<file path="config.mk">
export PLATFORM = sky130hd
export DESIGN_NAME = alu_sequencer
export DESIGN_NICKNAME = d
export VERILOG_FILES = /design/src/rtl/alu_sequencer_pkg.sv /design/src/rtl/alu_sequencer_settle_timer.sv /design/src/rtl/alu_sequencer.sv
export SDC_FILE = /design/constraint.sdc
export NUM_CORES = 1
export LEC_CHECK = 0
export ABC_AREA = 1
export CAP_MARGIN = 20
export CELL_PAD_IN_SITES_DETAIL_PLACEMENT = 1
export CELL_PAD_IN_SITES_GLOBAL_PLACEMENT = 1
export CORE_MARGIN = 3
export CORE_UTILIZATION = 34
export DETAILED_ROUTE_END_ITERATION = 8
export GPL_ROUTABILITY_DRIVEN = 0
export PLACE_DENSITY_LB_ADDON = 0.15
export SLEW_MARGIN = 20
export SYNTH_ARGS = -nofsm -noshare
export SYNTH_HDL_FRONTEND = slang
export SYNTH_HIERARCHICAL = 1
export SYNTH_SLANG_ARGS = --single-unit
</file>
<file path="constraint.sdc">
create_clock -name Clock -period 3.9 [get_ports Clock]
set_clock_uncertainty 0.15 [all_clocks]
set_input_delay 0.78 -clock Clock [delete_from_list [all_inputs] [get_ports Clock]]
set_output_delay 0.78 -clock Clock [all_outputs]
set_load 0.03 [all_outputs]
</file>
<file path="src/rtl/alu_sequencer_pkg.sv">
// Shared definitions for the ALU sequencer: FSM encoding, function count and
// settle-counter width.
package alu_sequencer_pkg;

    typedef enum logic [1:0] {
        ST_IDLE    = 2'd0,
        ST_SETTLE  = 2'd1,
        ST_CAPTURE = 2'd2,
        ST_DONE    = 2'd3
    } state_t;

    localparam int NUM_FUNCS = 8;
    localparam int FUNC_W    = 3;
    localparam int CNT_W     = 4;

    localparam logic [FUNC_W-1:0] LAST_FUNC = FUNC_W'(NUM_FUNCS - 1);

endpackage

</file>
<file path="src/rtl/alu_sequencer_settle_timer.sv">
// Loadable down-counter that tells the sequencer when the ALU operands have
// been held stable for the programmed number of cycles.
module settle_timer
    import alu_sequencer_pkg::*;
(
    input  logic             clk,
    input  logic             srst,
    input  logic             load,
    input  logic             dec,
    input  logic [CNT_W-1:0] value,
    output logic             zero
);

    logic [CNT_W-1:0] count_reg;

    always_ff @(posedge clk) begin
        if (srst) begin
            count_reg <= '0;
        end else if (load) begin
            count_reg <= value;
        end else if (dec && (count_reg != '0)) begin
            count_reg <= count_reg - 1'b1;
        end
    end

    assign zero = (count_reg == '0);

endmodule

</file>
<file path="src/rtl/alu_sequencer.sv">
// Sequencer that drives a shared ALU with latched operands, waits for it to
// settle, and captures its result for one function or a scan of all eight.
module alu_sequencer
    import alu_sequencer_pkg::*;
#(
    parameter int SETTLE_CYCLES = 2
) (
    input  logic              Clock,
    input  logic              Reset,
    input  logic              Start,
    input  logic              Mode,
    input  logic [FUNC_W-1:0] Func,
    input  logic [7:0]        SW,
    input  logic [7:0]        ALUOut,
    output logic [FUNC_W-1:0] AluFunc,
    output logic [7:0]        AluSW,
    output logic              Busy,
    output logic              Done,
    output logic [7:0]        Result,
    output logic [FUNC_W-1:0] ResultFunc,
    output logic [7:0]        Hits
);

    localparam logic [CNT_W-1:0] SETTLE_LOAD = CNT_W'(SETTLE_CYCLES - 1);

    state_t              state_reg, state_next;
    logic                mode_reg;
    logic [FUNC_W-1:0]   func_reg;
    logic [7:0]          sw_reg;
    logic [7:0]          result_reg;
    logic [FUNC_W-1:0]   rfunc_reg;
    logic [NUM_FUNCS-1:0] hits_reg;

    logic start_run;
    logic in_settle;
    logic in_capture;
    logic last_step;
    logic step_func;
    logic timer_load;
    logic timer_zero;

    assign start_run  = (state_reg == ST_IDLE) && Start;
    assign in_settle  = (state_reg == ST_SETTLE);
    assign in_capture = (state_reg == ST_CAPTURE);
    assign last_step  = !mode_reg || (func_reg == LAST_FUNC);
    assign step_func  = in_capture && !last_step;
    assign timer_load = start_run || step_func;

    settle_timer u_settle_timer (
        .clk   (Clock),
        .srst  (Reset),
        .load  (timer_load),
        .dec   (in_settle),
        .value (SETTLE_LOAD),
        .zero  (timer_zero)
    );

    always_ff @(posedge Clock) begin
        if (Reset) begin
            state_reg <= ST_IDLE;
        end else begin
            state_reg <= state_next;
        end
    end

    always_comb begin
        state_next = state_reg;
        unique case (state_reg)
            ST_IDLE:    if (Start) state_next = ST_SETTLE;
            ST_SETTLE:  if (timer_zero) state_next = ST_CAPTURE;
            ST_CAPTURE: state_next = last_step ? ST_DONE : ST_SETTLE;
            ST_DONE:    state_next = ST_IDLE;
            default:    state_next = ST_IDLE;
        endcase
    end

    // Operands and function select only move at a latch or a scan step, so the
    // ALU sees stable inputs for the whole settle/capture window.
    always_ff @(posedge Clock) begin
        if (Reset) begin
            mode_reg <= 1'b0;
            func_reg <= '0;
            sw_reg   <= '0;
        end else if (start_run) begin
            mode_reg <= Mode;
            func_reg <= Mode ? '0 : Func;
            sw_reg   <= SW;
        end else if (step_func) begin
            func_reg <= func_reg + 1'b1;
        end
    end

    always_ff @(posedge Clock) begin
        if (Reset) begin
            result_reg <= '0;
            rfunc_reg  <= '0;
        end else if (in_capture) begin
            result_reg <= ALUOut;
            rfunc_reg  <= func_reg;
        end
    end

    genvar gi;
    generate
        for (gi = 0; gi < NUM_FUNCS; gi++) begin : g_hits
            always_ff @(posedge Clock) begin
                if (Reset) begin
                    hits_reg[gi] <= 1'b0;
                end else if (start_run && Mode) begin
                    hits_reg[gi] <= 1'b0;
                end else if (in_capture && mode_reg &&
                             (func_reg == FUNC_W'(gi)) && (ALUOut != 8'h00)) begin
                    hits_reg[gi] <= 1'b1;
                end
            end
        end
    endgenerate

    assign AluFunc    = func_reg;
    assign AluSW      = sw_reg;
    assign Busy       = (state_reg != ST_IDLE);
    assign Done       = (state_reg == ST_DONE);
    assign Result     = result_reg;
    assign ResultFunc = rfunc_reg;
    assign Hits       = hits_reg;

endmodule
</file>
### After elaboration in Yosys (flattened, before gate mapping)

Index checks and enable logic that the tools add are counted.

* logic and storage cells: 75
* output and inout port bits: 32
* bits of input ports: 23
* flip-flop bits (word level): 37
* bits in writable memories: 0
* memories: 0
* latch bits: 0
* bits in read-only memories: 0

* $mul: 0
* $lt $le $gt $ge: 0
* bitwise operators: 0
* divide/modulo/power cells: 0
* shift operators: 0
* eq/ne operators: 12
* $add $sub $neg: 2
* reductions and logical operators: 36
* muxes and demuxes: 9

Operator list (count)
* 1-bit logical AND: 21
* 3-bit equality test, second input constant: 4
* 3-bit two-way mux: 3
* 2-bit case mux with 4 select lines: 1
* 8-bit nonzero test: 1
* 3-bit by 2-bit equality test with 1-bit output, second input constant: 2
* 2-bit two-way mux: 3
* 2-bit nonzero test: 3
* 2-bit equality test, second input constant: 2
* 4-bit logical NOT: 1
* 2-bit != test, second input constant: 2
* 4-bit nonzero test: 1
* 2-bit OR reduction: 2
* 4-bit by 1-bit subtractor with 4-bit output, second input constant: 1
* 3-bit by 1-bit adder with 3-bit output, second input constant: 1
* 3-bit by 1-bit equality test with 1-bit output, second input constant: 1
* 3-bit logical NOT: 1
* 2-bit by 1-bit equality test with 1-bit output, second input constant: 1
* 1-bit logical NOT: 2
* 2-bit logical NOT: 1
* 1-bit logical OR: 2
* 1-bit two-way mux: 2
* 2-bit AND reduction: 1

### Depth between registers and ports, before layout

Gate-level depths: netlist (run 1).

* depth after elaboration: 6
* mapped depth: 11
* gate-level depth less buffers: 11

### By module

The synthesis (run 1) kept the hierarchy.

Modules (own cells, without submodules)
* alu_sequencer: seq. area each 660.6 um^2, cells an instance 199, instances 1, area each 1432.6 um^2
* settle_timer: seq. area each 80.1 um^2, cells an instance 41, instances 1, area each 274.0 um^2

### Worst setup path after synthesis (run 1)

OpenSTA, ideal clock, no wires.

* path kind: register to register
* start point: register func_reg[0] (netlist: AluFunc[0])
* end point: register u_settle_timer.count_reg[3]
* setup time: 0.115 ns
* period minus slack after synthesis: 1.819 ns
* slack: 2.081 ns
* required time: 3.635 ns
* arrival time: 1.554 ns
* path buffers: 0
* stages on the path, launching flop included: 10
* cells stage by stage: dfxtp_1 > ha_1 > ha_1 > nor2_1 > nand2_1 > nand2_2 > inv_2 > or2_0 > nand3_1 > a21oi_2

* cells in the longest elaborated chain, start to end: 6

Ends and longest elaborated chain
* from (decl): line alu_sequencer.sv:28 `logic [FUNC_W-1:0] func_reg;`
* from (signal assigned): line alu_sequencer.sv:86 `func_reg <= Mode ? '0 : Func;`
* from (signal assigned): line alu_sequencer.sv:89 `func_reg <= func_reg + 1'b1;`
* 3-bit equality test: line alu_sequencer.sv:45 `assign last_step = !mode_reg || (func_reg == LAST_FUNC);`
* 1-bit logical OR: line alu_sequencer.sv:45
* 1-bit logical NOT: line alu_sequencer.sv:46 `assign step_func = in_capture && !last_step;`
* 1-bit logical AND: line alu_sequencer.sv:46
* 1-bit logical OR: line alu_sequencer.sv:47 `assign timer_load = start_run || step_func;`
* named net timer_load: line alu_sequencer.sv:39 `logic timer_load;`
* 2-bit OR reduction (no line)
* to (signal assigned): line alu_sequencer_settle_timer.sv:20 `count_reg <= value;`
* to (signal assigned): line alu_sequencer_settle_timer.sv:22 `count_reg <= count_reg - 1'b1;`
* to (decl): line alu_sequencer_settle_timer.sv:14 `logic [CNT_W-1:0] count_reg;`

The timed path passes the listed nets, and every way through them passes these cells.
A chain may end at the register's enable or synchronous reset.

### Worst setup path in the final report (run 1)

* start point: register state_reg[1]
* end point: output port Busy

* cells in the longest elaborated chain, start to end: 1

Ends and longest elaborated chain
* from (decl): line alu_sequencer.sv:26 `state_t state_reg, state_next;`
* from (signal assigned): line alu_sequencer.sv:62 `state_reg <= state_next;`
* 2-bit nonzero test: line alu_sequencer.sv:121 `assign Busy = (state_reg != ST_IDLE);`
* to (decl): line alu_sequencer.sv:17 `output logic Busy,`

Every way passes these cells.

==> reports/results.txt, run 1 <==
The flow ran to the end, and the final reports show no timing, DRC or antenna violations. The number of cells on the worst reg-to-reg path is 8. The via count of the first global-routing pass was 1668; the Yosys warning count was 6.

For the wire length of the first global-routing pass, the log shows 7.72 mm. In this run the remaining antenna-violating nets after routing total 0. The worst-case IR drop observed on VDD is 0.000240 V. The startpoint identified for the worst hold timing path is Hits[1]. For the count of unique library cells instantiated by Yosys, the log shows 25.

No sink is reached through more buffers than the 2 on the longest clock path. Data arrives at the worst endpoint at 1.64 ns. The post-cts gate resize count was 0. The aggregate global-route resource usage came out at 0.163. The top cell type's share of synthesized area was 0.434; the placed cell area was 2320 µm².

The number of buffers created by CTS is 5, and the number of remaining DRC errors is 0. Nature of the critical path endpoint: an output port. The max-capacitance violation count came out at 0. Summing all non-filler instances in the final layout gives an area of 2450 µm².

The logs give 0 for the final hold violation count and 240 for the gate count after technology mapping. TritonCTS built the clock tree. The root buffer cell chosen for the clock tree is sky130_fd_sc_hd__clkbuf_8.

Averaged over all synthesized cells, the footprint is 7.11 µm². The worst hold path passes through 2 cells. The worst hold slack after final layout came out at 0.298 ns. For hold timing, the worst endpoint is Hits[1]. The power density of the placed cells was 469 nW/µm²; the sink count of the clock tree was 37.

The max-slew violation count is 0, and the count of routing violations after the opening detailed-route iteration is 65. Setup repair after global routing left no endpoint under its margin. After clock tree synthesis, the clock-pin slew on the worst setup and hold paths is 0.08 ns.

The layout net count was 329. For the first-pass iteration count of the detailed router, the log shows 4. The share of the clock period used by the worst path after layout works out to 0.659. For the number of H-tree branching levels, the log shows 2.

The final route contains 1652 vias. For the total congestion overflow, the log shows 0. The fraction of layout cells with a size suffix above 1 works out to 0.0733. The floorplan has 25 rows. Hold repair after CTS inserted 0 buffers.

The synthesized design contains 37 register bits. Yosys attributes the largest share of cell area to sky130_fd_sc_hd__dfxtp_1, sky130_fd_sc_hd__nor2_1, sky130_fd_sc_hd__o21ai_0, sky130_fd_sc_hd__inv_1, sky130_fd_sc_hd__nand2_1. The worst setup path is launched from a flop. The final HPWL from detailed placement was 3.22 mm. Share of the yosys chip area belonging to registers: 0.434. The worst hold path class is flop to flop. For flop-to-flop paths, the worst setup slack is 2.01 ns.

The run gives 0 as the initial antenna violation count. In this run the static leakage power is 0.988 nW. The die extent in y is 76.9 µm.

Wires add up to 4.43 mm. Entering global routing, the biggest net connects 23 pins. The cell area that synthesis handed to floorplanning was 1710 µm². Highest net fanout along the worst path: 7.

In the layout the commonest cells are sky130_fd_sc_hd__nor2_1, sky130_fd_sc_hd__clkdlybuf4s50_1, sky130_fd_sc_hd__dfxtp_1, sky130_fd_sc_hd__o21ai_0. Leaving out fill and tap cells, the most frequent cell in the layout is sky130_fd_sc_hd__nor2_1. The critical path in this run is classified as flop to output port. The count of buffers added on input and output ports is 54. The tightest slew margin relative to the limit was 0.633. Summed over all instances, the cell type with the most area after synthesis is sky130_fd_sc_hd__dfxtp_1.

The total area inside the core boundary comes to 4790 µm². The run gives 0.357 as the starting density of the core. Average wire per standard cell: 12.1 µm. The maximum clock rate was 389 MHz.

In this run the count of I/O pins placed on the die edge is 55. In this run the horizontal extent of the chip is 76.9 µm. The worst reg2reg path startpoint was state_reg[1]. The later pin in the worst-skew pair is clocked with a latency of 0.29 ns.

Using the TritonRoute via totals, the vias-per-cell ratio works out to 4.50. Number of inserted diodes: 0. The reg-to-reg critical path endpoint is u_settle_timer/count_reg[3]. The worst path in the final design needs a cycle of 2.57 ns, including I/O delays and setup.

Adding up every negative setup slack in the final design gives 0 ns. From synthesis to final layout, the design area changed by 43.8%. At the worst endpoint, the required time is 2.97 ns.

Count of endpoints failing setup in the final report: 0. The tools report the post-CTS setup buffer count as 0. At the pin with the least slew margin, the transition time is 0.549 ns.

The floorplan step defined a die boundary enclosing 5910 µm². The run gives 0.513 as the share of the core filled with cells in the final layout.
where the power goes:
group          switching [mW]  leakage (nW)  internal (mW)
sequential             0.0280         0.303          0.415
combinational           0.188         0.617          0.125
clock                   0.142        0.0681          0.254
total                   0.357         0.988          0.794
worst max-delay path, cell delays in order (launching register included):
cell and delay [ns]:
sky130_fd_sc_hd__dfxtp_1 0.49, sky130_fd_sc_hd__nor2_2 0.11, sky130_fd_sc_hd__inv_1 0.08, sky130_fd_sc_hd__clkdlybuf4s50_1 0.67
how the worst max path moves through the flow:
stage,slack (ns),end,from,depth (start not counted)
after floorplan,2.08,u_settle_timer/count_reg[3],AluFunc[0],9
after global placement,1.47,Hits[3],Reset,4
after detailed placement,1.47,Hits[3],Reset,4
after CTS,1.34,Busy,state_reg[1],3
after global routing,1.24,Busy,state_reg[1],3
final,1.33,Busy,state_reg[1],3
stage by stage:
stage               instances  total power, mW  setup WS [ns]
finish                    367             1.15           1.33
global route              367             1.22           1.24
CTS                       367             1.17           1.34
detailed placement        359            0.766           1.47
global placement          359            0.761           1.47
floorplan                 242            0.652           2.08
metal layers:
layer  vias to the layer above  global-route usage  share of wire  wire, µm
li1                        869                   -              -         -
met1                       739               0.198           0.46      2020
met2                        38               0.279           0.49      2160
met3                         6              0.0446          0.045       201
met4                         0              0.0489          0.012        53
met5                         -                   0              0         0
cell type report:
| cell class | count | area [µm²] |
|---|---|---|
| Sequential cell | 37 | 741 |
| Inverter | 33 | 128 |
| Timing Repair Buffer | 54 | 541 |
| Clock inverter | 3 | 65.1 |
| Clock buffer | 5 | 68.8 |
| Multi-Input combinational cell | 168 | 828 |
| Tap cell | 67 | 83.8 |
| Fill cell | 627 | 2330 |
cell families (layout without fill, tap and decap cells):
logic type / after synthesis / count (layout) / share of synthesized area
AOI/OAI and AO/OA: 54 / 54 / 0.163
xor gates and xnor gates: 1 / 1 / 0.00513
adders and majority gates: 7 / 7 / 0.0513
buffers and inverters: 37 / 95 / 0.0850
DFF: 37 / 37 / 0.434
other: 2 / 4 / 0.00440
and+or+nand+nor: 102 / 102 / 0.257
synth_stat cells (all sizes together):
cell / number
buf: 2
or2: 1
conb: 2
ha: 7
nor2: 59
nor3: 1
dfxtp: 37
clkinv: 1
a21oi: 17
clkbuf: 2
xor2: 1
nand3: 8
o211ai: 1
inv: 32
o22ai: 1
nand2: 33
o21ai: 35
Power figures use the tool's default switching activity.
==> inputs of run 2 (changes only) <==
Settings changed: CORE_UTILIZATION 34 to 29.
Clock period 3.9 ns to 2.1 ns, I/O delays scaled along.
==> reports/results.txt, run 2 (synthesis gave the netlist of run 1 again) <==
The starting density of the core was 0.304; the final cell count without fillers was 378. For the worst-skew pair, the clock arrives at the later sink with an insertion delay of 0.28 ns. The arrival time at the worst endpoint is 1.42 ns, and the post-detailed-route via-to-cell ratio is 4.36. The cell chosen for the clock root is sky130_fd_sc_hd__clkbuf_8. The critical path start-end classification is flop to output port. The number of placed I/O pins was 55; the count of endpoints failing setup in the final report was 0.

The logs give 733 for the filler cell count in the final layout and 0.000374 V for the largest voltage drop on the vdd net. The run gives 0.438 as the share of the core filled with cells in the final layout. The run gives 7.54 mm as the wire length of the first global-routing pass. The pre-antenna-repair detailed-routing pass consisted of 4 iterations. The tools report the nature of the critical path endpoint as an output port. Setup repair after global routing left no endpoint under its margin. In this run the worst hold path is classified as flop to flop. The standard-cell row count was 27; the total wire length was 4.41 mm. Fraction of layout cells with a size suffix above 1: 0.0915. The max-slew violation count was 0. Grouping stages by cell kind, the critical path spends the most delay in buffers and inverters. The clock-pin transition on the worst setup and hold timing paths was 0.08 ns; the highest net fanout along the worst path was 6. The layout-stage area growth over the synthesis result is 43.9%. The tool flagged a number of max-cap violations equal to 0. The floorplan step defined a core boundary enclosing 5610 µm². The buffer and inverter count on the worst path is 1. The horizontal extent of the die is 82.7 µm, and the final HPWL from detailed placement is 3.42 mm. The run gives 0 as the number of remaining DRC errors. The number of H-tree branching levels is 2, and the final critical delay including setup and external delays is 1.99 ns.

STA classifies the critical path startpoint as a flop. In this run the remaining antenna-violating nets after routing total 0. The maximum buffer depth of the clock tree came out at 2.

The post-CTS setup buffer count came out at 0. The flow ran to the end, and the final reports show no timing, DRC or antenna violations. Traced cell by cell, the critical path runs through clkdlybuf4s50_1. The final layout contains 335 nets. The run gives 0 as the final hold violation count.

Entering global routing, the biggest net connects 23 pins. In the layout the commonest cells are sky130_fd_sc_hd__nor2_1, sky130_fd_sc_hd__clkdlybuf4s50_1, sky130_fd_sc_hd__dfxtp_1, sky130_fd_sc_hd__o21ai_0. The die covers 6840 µm². The largest individual stage delay along the critical path comes from the cell sky130_fd_sc_hd__clkdlybuf4s50_1. Summed over all layers, the global routing overflow is 0. Aggregate global-route resource usage: 0.145. Buffers inserted during clock tree synthesis total 5. In this design, the stage delay of the slowest critical-path cell is 0.71 ns. The post-route setup TNS is 0 ns.

Data on the critical path is required at its endpoint by 1.53 ns. The most frequent standard cell in the layout excluding fill and tap cells was sky130_fd_sc_hd__nor2_1. The via count of the first global-routing pass is 1683.

In this run the power density over the cells is 772 nW/µm². The routed layout has 1647 vias. Count of routing violations after the opening detailed-route iteration: 30.

The number of hold-repair buffers added at the cts stage was 0; the die extent in y was 82.7 µm. 0 antenna diodes ended up in the layout. For this run, the top clock speed supported by timing is 501 MHz. After detailed placement, the design holds a cell count of 370. The run gives 1.00 nW as the total leakage power. Input and output buffers added on the ports amount to 54. The initial antenna violation count was 0; the average wire per standard cell was 11.7 µm.

TritonCTS built the clock tree. The run gives 37 as the sink count of the clock tree. The share of the clock period used by the worst path after layout is 0.950.
[run 2: per-layer routing]
layer,global-route usage,part of all wire,routed length (µm),up-vias
li1,-,-,-,879
met1,0.179,0.47,2070,732
met2,0.248,0.47,2080,34
met3,0.0347,0.051,223,2
met4,0.0441,0.0068,30,0
met5,0,0,0,-
[run 2: worst paths after layout]
| kind | start | to | slack (ns) | depth (start not counted) |
|---|---|---|---|---|
| max reg2reg | AluFunc[0] | u_settle_timer/count_reg[3] | 0.32 | 9 |
| min | Hits[0] | Hits[0] | 0.30 | 2 |
| max | AluFunc[0] | AluFunc[0] | 0.11 | 1 |
| min reg2reg | Hits[0] | Hits[0] | 0.30 | 2 |
[run 2: through the flow]
step	setup slack (ns)	hold WS (ns)	cell area, µm²	total power, mW
5_1_grt	0.0254	0.331	2460	2.05
6_report	0.106	0.299	2460	1.90
3_3_place_gp	0.195	0.290	2370	1.44
2_1_floorplan	0.281	0.312	1710	1.21
4_1_cts	0.0788	0.305	2460	1.94
3_5_place_dp	0.165	0.293	2370	1.45
[run 2: power breakdown]
| part | internal, mW | total, mW | leakage [nW] | switching [mW] |
|---|---|---|---|---|
| combinational | 0.243 | 0.596 | 0.654 | 0.353 |
| sequential | 0.770 | 0.821 | 0.303 | 0.0509 |
| clock | 0.229 | 0.480 | 0.0439 | 0.251 |
| total | 1.24 | 1.90 | 1.00 | 0.655 |
[run 2: timing repair]
item                       4_1_cts  5_1_grt
hold endpoints to repair         0        0
resized for setup                2        0
setup endpoints to repair        2        0
[run 2: area by class of cell]
class	count	area (µm²)	share of cell area
inverter	33	128	0.0520
sequential	37	741	0.302
multi-input combinational	168	828	0.337
tap	72	90.1	0.0367
clock inverter	3	17.5	0.00713
timing repair buffer	60	583	0.237
clock buffer	5	68.8	0.0280
